$ cat src/rtl/vjtag_dr_bank.sv
// ---------------------------------------------------------------------------
// vjtag_dr_bank
//
// Data-register bank on the user side of a Virtual JTAG hub. It runs entirely
// in the tck domain. The virtual IR selects one of NUM_REGS data registers or
// a 1-bit BYPASS register. Registers are captured from cap_data, shifted LSB
// first, and updated into upd_data with a one-cycle strobe.
//
// Every shifted bit is counted. An Update-DR after a scan that was not
// exactly DR_WIDTH bits long is rejected. The rejection is reported through
// ir_out and leaves the control words unchanged.
//
// Ports:
//   tck                 in   clock, virtual JTAG tck
//   reset               in   synchronous, active-high reset
//   tdi                 in   serial data from the hub
//   tdo                 out  serial data to the hub (combinational)
//   ir_in               in   current virtual IR (opcode)
//   ir_out              out  status for Capture-IR: [0]=err_sticky,
//                            [1]=an update has been accepted since reset
//   virtual_state_cdr   in   Capture-DR
//   virtual_state_sdr   in   Shift-DR
//   virtual_state_udr   in   Update-DR
//   virtual_state_uir   in   Update-IR (clears err_sticky)
//   cap_data            in   parallel status words, word i at [i*DR_WIDTH +: DR_WIDTH]
//   upd_data            out  latched control words, same packing
//   upd_strobe          out  one-cycle pulse per register on an accepted update
// ---------------------------------------------------------------------------
module vjtag_dr_bank #(
    parameter int unsigned          IR_WIDTH = 5,
    parameter int unsigned          DR_WIDTH = 32,
    parameter int unsigned          NUM_REGS = 4,
    parameter logic [NUM_REGS-1:0]  RO_MASK  = '0
) (
    input  logic                         tck,
    input  logic                         reset,
    input  logic                         tdi,
    output logic                         tdo,
    input  logic [IR_WIDTH-1:0]          ir_in,
    output logic [IR_WIDTH-1:0]          ir_out,
    input  logic                         virtual_state_cdr,
    input  logic                         virtual_state_sdr,
    input  logic                         virtual_state_udr,
    input  logic                         virtual_state_uir,
    input  logic [NUM_REGS*DR_WIDTH-1:0] cap_data,
    output logic [NUM_REGS*DR_WIDTH-1:0] upd_data,
    output logic [NUM_REGS-1:0]          upd_strobe
);

    // The bit counter must reach DR_WIDTH+1 so that over-long scans stay
    // distinguishable from exact ones.
    localparam int unsigned       CntW    = $clog2(DR_WIDTH + 2);
    localparam logic [CntW-1:0]   CntFull = CntW'(DR_WIDTH);
    localparam logic [CntW-1:0]   CntSat  = CntW'(DR_WIDTH + 1);

    // State
    logic [DR_WIDTH-1:0]          r_shift;
    logic                         r_bypass;
    logic [CntW-1:0]              r_bit_cnt;
    logic                         r_err_sticky;
    logic                         r_upd_seen;
    logic [NUM_REGS*DR_WIDTH-1:0] r_upd_data;
    logic [NUM_REGS-1:0]          r_upd_strobe;

    // Decode
    logic [NUM_REGS-1:0]          w_hit;
    logic                         w_sel_valid;
    logic [DR_WIDTH-1:0]          w_cap_word;
    logic                         w_len_ok;
    logic [NUM_REGS-1:0]          w_accept;
    logic                         w_len_err;

    // Opcode i+1 selects register i. Opcode 0 and every opcode above
    // NUM_REGS fall through to BYPASS.
    always_comb begin
        w_hit = '0;
        for (int i = 0; i < int'(NUM_REGS); i++) begin
            w_hit[i] = (ir_in == IR_WIDTH'(i + 1));
        end
    end

    assign w_sel_valid = |w_hit;

    always_comb begin
        w_cap_word = '0;
        for (int i = 0; i < int'(NUM_REGS); i++) begin
            if (w_hit[i]) begin
                w_cap_word = cap_data[i*DR_WIDTH +: DR_WIDTH];
            end
        end
    end

    // bit_cnt is used as-is on Update-DR, even if no Capture-DR preceded
    // it. A repeated UDR after a good scan is therefore accepted again.
    assign w_len_ok  = (r_bit_cnt == CntFull);
    assign w_accept  = w_hit & ~RO_MASK & {NUM_REGS{virtual_state_udr & w_len_ok}};
    // The length check also applies to read-only registers. BYPASS never errors.
    assign w_len_err = virtual_state_udr & w_sel_valid & ~w_len_ok;

    always_ff @(posedge tck) begin
        if (reset) begin
            r_shift      <= '0;
            r_bypass     <= 1'b0;
            r_bit_cnt    <= '0;
            r_err_sticky <= 1'b0;
            r_upd_seen   <= 1'b0;
            r_upd_data   <= '0;
            r_upd_strobe <= '0;
        end else begin
            r_upd_strobe <= w_accept;

            if (virtual_state_cdr) begin
                if (w_sel_valid) begin
                    r_shift <= w_cap_word;
                end else begin
                    r_bypass <= 1'b0;
                end
                r_bit_cnt <= '0;
            end else if (virtual_state_sdr) begin
                if (w_sel_valid) begin
                    r_shift <= {tdi, r_shift[DR_WIDTH-1:1]};
                end else begin
                    r_bypass <= tdi;
                end
                if (r_bit_cnt != CntSat) begin
                    r_bit_cnt <= r_bit_cnt + CntW'(1);
                end
            end

            for (int i = 0; i < int'(NUM_REGS); i++) begin
                if (w_accept[i]) begin
                    r_upd_data[i*DR_WIDTH +: DR_WIDTH] <= r_shift;
                end
            end

            if (|w_accept) begin
                r_upd_seen <= 1'b1;
            end

            // A concurrent Update-IR wins over a new length error. The host
            // has already read the flag on the preceding Capture-IR.
            if (virtual_state_uir) begin
                r_err_sticky <= 1'b0;
            end else if (w_len_err) begin
                r_err_sticky <= 1'b1;
            end
        end
    end

    assign tdo        = w_sel_valid ? r_shift[0] : r_bypass;
    assign upd_data   = r_upd_data;
    assign upd_strobe = r_upd_strobe;

    always_comb begin
        ir_out    = '0;
        ir_out[0] = r_err_sticky;
        ir_out[1] = r_upd_seen;
    end

endmodule

$ cat config.mk
export PLATFORM = sky130hd
export DESIGN_NAME = vjtag_dr_bank
export DESIGN_NICKNAME = d
export VERILOG_FILES = /design/src/rtl/vjtag_dr_bank.sv
export SDC_FILE = /design/constraint.sdc
export NUM_CORES = 1
export LEC_CHECK = 0
export ABC_AREA = 1
export BUFFER_PORTS_ARGS = -buffer_cell sky130_fd_sc_hd__buf_2
export CAP_MARGIN = 20
export CORE_UTILIZATION = 44
export CTS_CLUSTER_SIZE = 12
export DETAILED_ROUTE_END_ITERATION = 6
export PLACE_DENSITY = 0.71
export SETUP_SLACK_MARGIN = 0.5
export SLEW_MARGIN = 20
export SYNTH_ARGS = -nofsm -noshare
export SYNTH_HDL_FRONTEND = slang
export SYNTH_SLANG_ARGS = --single-unit
$ cat constraint.sdc
create_clock -name tck -period 2.2 [get_ports tck]
set_input_delay 0.33 -clock tck [delete_from_list [all_inputs] [get_ports tck]]
set_output_delay 0.33 -clock tck [all_outputs]
set_load 0.03 [all_outputs]
==> flow_metrics.tcl <==
set metrics [dict create \
    status "completed" \
    worst-path-max-fanout 16 \
    buffer_ports.inserted 274 \
    cts-buffers-inserted 17 \
    htree_num_levels 4 \
    p_seq_frac 0.469 \
    synth_top_area_frac 0.426 \
    post-route-min-period_ns 1.63 \
    antenna_found_initial 0 \
    slew_headroom 0.575 \
    p_per_area_nw_per_um2 649 \
    grt_max_degree 84 \
    min_path_type "in2reg" \
    hold_buffers 0 \
    synth-edff-count 0 \
    syn-cell-area_um2 8130 \
    routabilityCongestion 0.907 \
    dp_cells 1584 \
    multi_input_area_um2 3790 \
    fin_setup_tns_ns 0 \
    drtPass1Iterations 5 \
    p_clk_frac 0.436 \
    die_h_um 138 \
    slew_violations 0 \
    drcViolationCount 0 \
    power.leakage_nw 5.40 \
    core.rowCount 49 \
    syn_to_final_growth_pct 28.5 \
    clockBufferDepth 2 \
    synth_area_leaders "dfxtp_1 (43%), nand4_1 (9.9%), a21oi_1 (8.2%), nand2_1 (8.0%), o21ai_0 (7.9%)" \
    synth.distinct_cells 30 \
    drtIter0Drc 721 \
    maxCapViolCount 0 \
    synth_ff_type "dfxtp_1" \
    num-fill-cells 1736 \
    root_buffer "clkbuf_16" \
    dp_hpwl_mm 17.4 \
    setup-violations-final 0 \
    antenna_left 0 \
    n_antenna_cell 0 \
    core_region_area_um2 18000 \
    yosysMostFrequentCell "nand2_1" \
    async_flop_share 0 \
    grt_pass1_vias 6945 \
    synth_seq_cells 173 \
    peakVddDrop_mv 0.458 \
    via_per_inst 5.33 \
    fin_crit_sh 0.739 \
    synth_cells 1161 \
    wirelength_mm 26.4 \
    switching_share 0.264 \
    tightest_slew_ns 0.638 \
    fp.dieW_um 138 \
    fmax_ghz 0.615 \
    synth_common_cells "nand2_1 (174), dfxtp_1 (173), nor2_1 (137), a21oi_1 (133)" \
    overflow 0 \
    start_util 0.451 \
    rsz0062_at_grt "no" \
    detail_route.wl_per_cell_um 16.2 \
    drive_gt1_frac 0.264 \
    io_pins 278 \
    clk_pin_slew_ns 0.07 \
    p_sw_mw 1.79 \
    cts_sinks 173 \
    grt_use_total 0.254 \
    final_cells 1633 \
    worst_setup_path_end_kind "register" \
    p_int_mw 4.99 \
    die-area_um2 19000 \
    final_net_count 1534 \
    regArea_um2 3460 \
    num_vias 8706 \
    power_mw 6.78 \
    yosys.area.top_type "dfxtp_1" \
    ys_seq_area_frac 0.426 \
    grt_pass1_wl_mm 37.4 \
    ys.warnings.count 0 \
    cp.arrival_ns 1.97 \
    crit_type "reg2reg" \
    cp-start-kind "register" \
    clk_latency_ns 0.42 \
    synth_area_per_cell_um2 7.00 \
    finalClockSkew_ns 0.0101 \
    p_comb_frac 0.095 \
    cts_tree "built" \
    required_ns 2.55 \
    hold_violations 0 \
]
worst max-delay path, cell delays in order, from the launching register on:
cell and delay (ns):
dfxtp_1 0.36, inv_1 0.06, nor2_2 0.18, nand4_4 0.21, nor2_4 0.18, buf_12 0.14, clkbuf_16 0.18, o21ai_0 0.10
a21oi_1 0.14
cell families (layout without fill, tap and decap cells):
kind of cell / count (synthesis) / after routing / share of synthesized area
adders and majority gates: 3 / 3 / 0.00462
and+or+nand+nor: 467 / 467 / 0.268
DFF: 173 / 173 / 0.426
xor gates and xnor gates: 3 / 3 / 0.00323
other: 1 / 3 / 0.000461
buffers and inverters: 216 / 457 / 0.114
AOI/OAI and AO/OA: 298 / 298 / 0.184
per-layer routing:
layer	vias up	track usage	part of all wire	wire length, um
met5	-	0	0	0
met4	0	0.0737	0.016	427
met2	370	0.357	0.44	11600
li1	4347	-	-	-
met1	3962	0.390	0.48	12600
met3	27	0.0435	0.068	1800
worst paths after layout:
check                                                from                   endpoint  slack (ns)  cells past startpoint
worst max register to register  r_bit_cnt[5]$_SDFFE_PP0P_  upd_data[50]$_SDFFE_PP0P_        0.57                      8
worst min-delay path                    virtual_state_uir  r_err_sticky$_SDFFE_PP0P_        0.14                      3
worst min register to register  upd_data[81]$_SDFFE_PP0P_  upd_data[81]$_SDFFE_PP0P_        0.48                      2
worst max-delay path            r_bit_cnt[5]$_SDFFE_PP0P_  upd_data[50]$_SDFFE_PP0P_        0.57                      8
cell type report:
class                   instances  share of cell area
well taps                     229              0.0274
inverters                     111              0.0406
multi-input cells             774               0.363
repair buffers                314               0.182
clock inverters                14              0.0142
clock buffers                  18              0.0411
flip-flops and latches        173               0.331
repair_timing:
| action | in CTS | in global routing |
|---|---|---|
| buffers inserted | 3 | 8 |
| pin swaps | 3 | 5 |
| resized for setup | 4 | 18 |
| setup endpoints to repair | 41 | 129 |
| gates cloned | 1 | 5 |
registers in the layout, summed over array words and instances, names as in the netlist:
name	flops
upd_data	128
r_shift	32
r_bit_cnt	6
upd_strobe	4
r_bypass	1
r_err_sticky	1
r_upd_seen	1
cell usage in the layout, fill, tap and decap left out, types with 3 or more instances in the layout:
master	instances
a21oi_1	133
nand3_1	5
nand4_1	129
inv_1	104
nand2_1	173
nor3_1	5
clkbuf_16	21
dfxtp_1	173
nor2_4	7
buf_12	10
buf_2	273
buf_4	24
o21ai_1	42
inv_8	3
nor2_1	136
conb_1	3
inv_6	6
inv_2	5
o21ai_0	121
clkinv_4	3
power groups by stage:
stage	combinational [mW]	sequential, mW	clock (mW)
after floorplan	0.380	3.25	0
after global placement	0.627	3.25	0
after detailed placement	0.626	3.25	0
after CTS	0.631	3.18	2.99
after global routing	0.717	3.18	3.13
final	0.644	3.18	2.96
metrics by stage:
step | utilization | area [um^2] | hold slack [ns] | setup slack [ns]
finish | 0.580 | 10500 | 0.140 | 0.574
global route | 0.580 | 10500 | 0.146 | 0.489
CTS | 0.566 | 10200 | 0.131 | 0.492
detailed placement | 0.530 | 9560 | 0.466 | 0.279
global placement | 0.530 | 9560 | 0.459 | 0.308
floorplan | - | 8140 | 0.438 | 0.513
No activity file was read; power rests on OpenSTA's default activity.
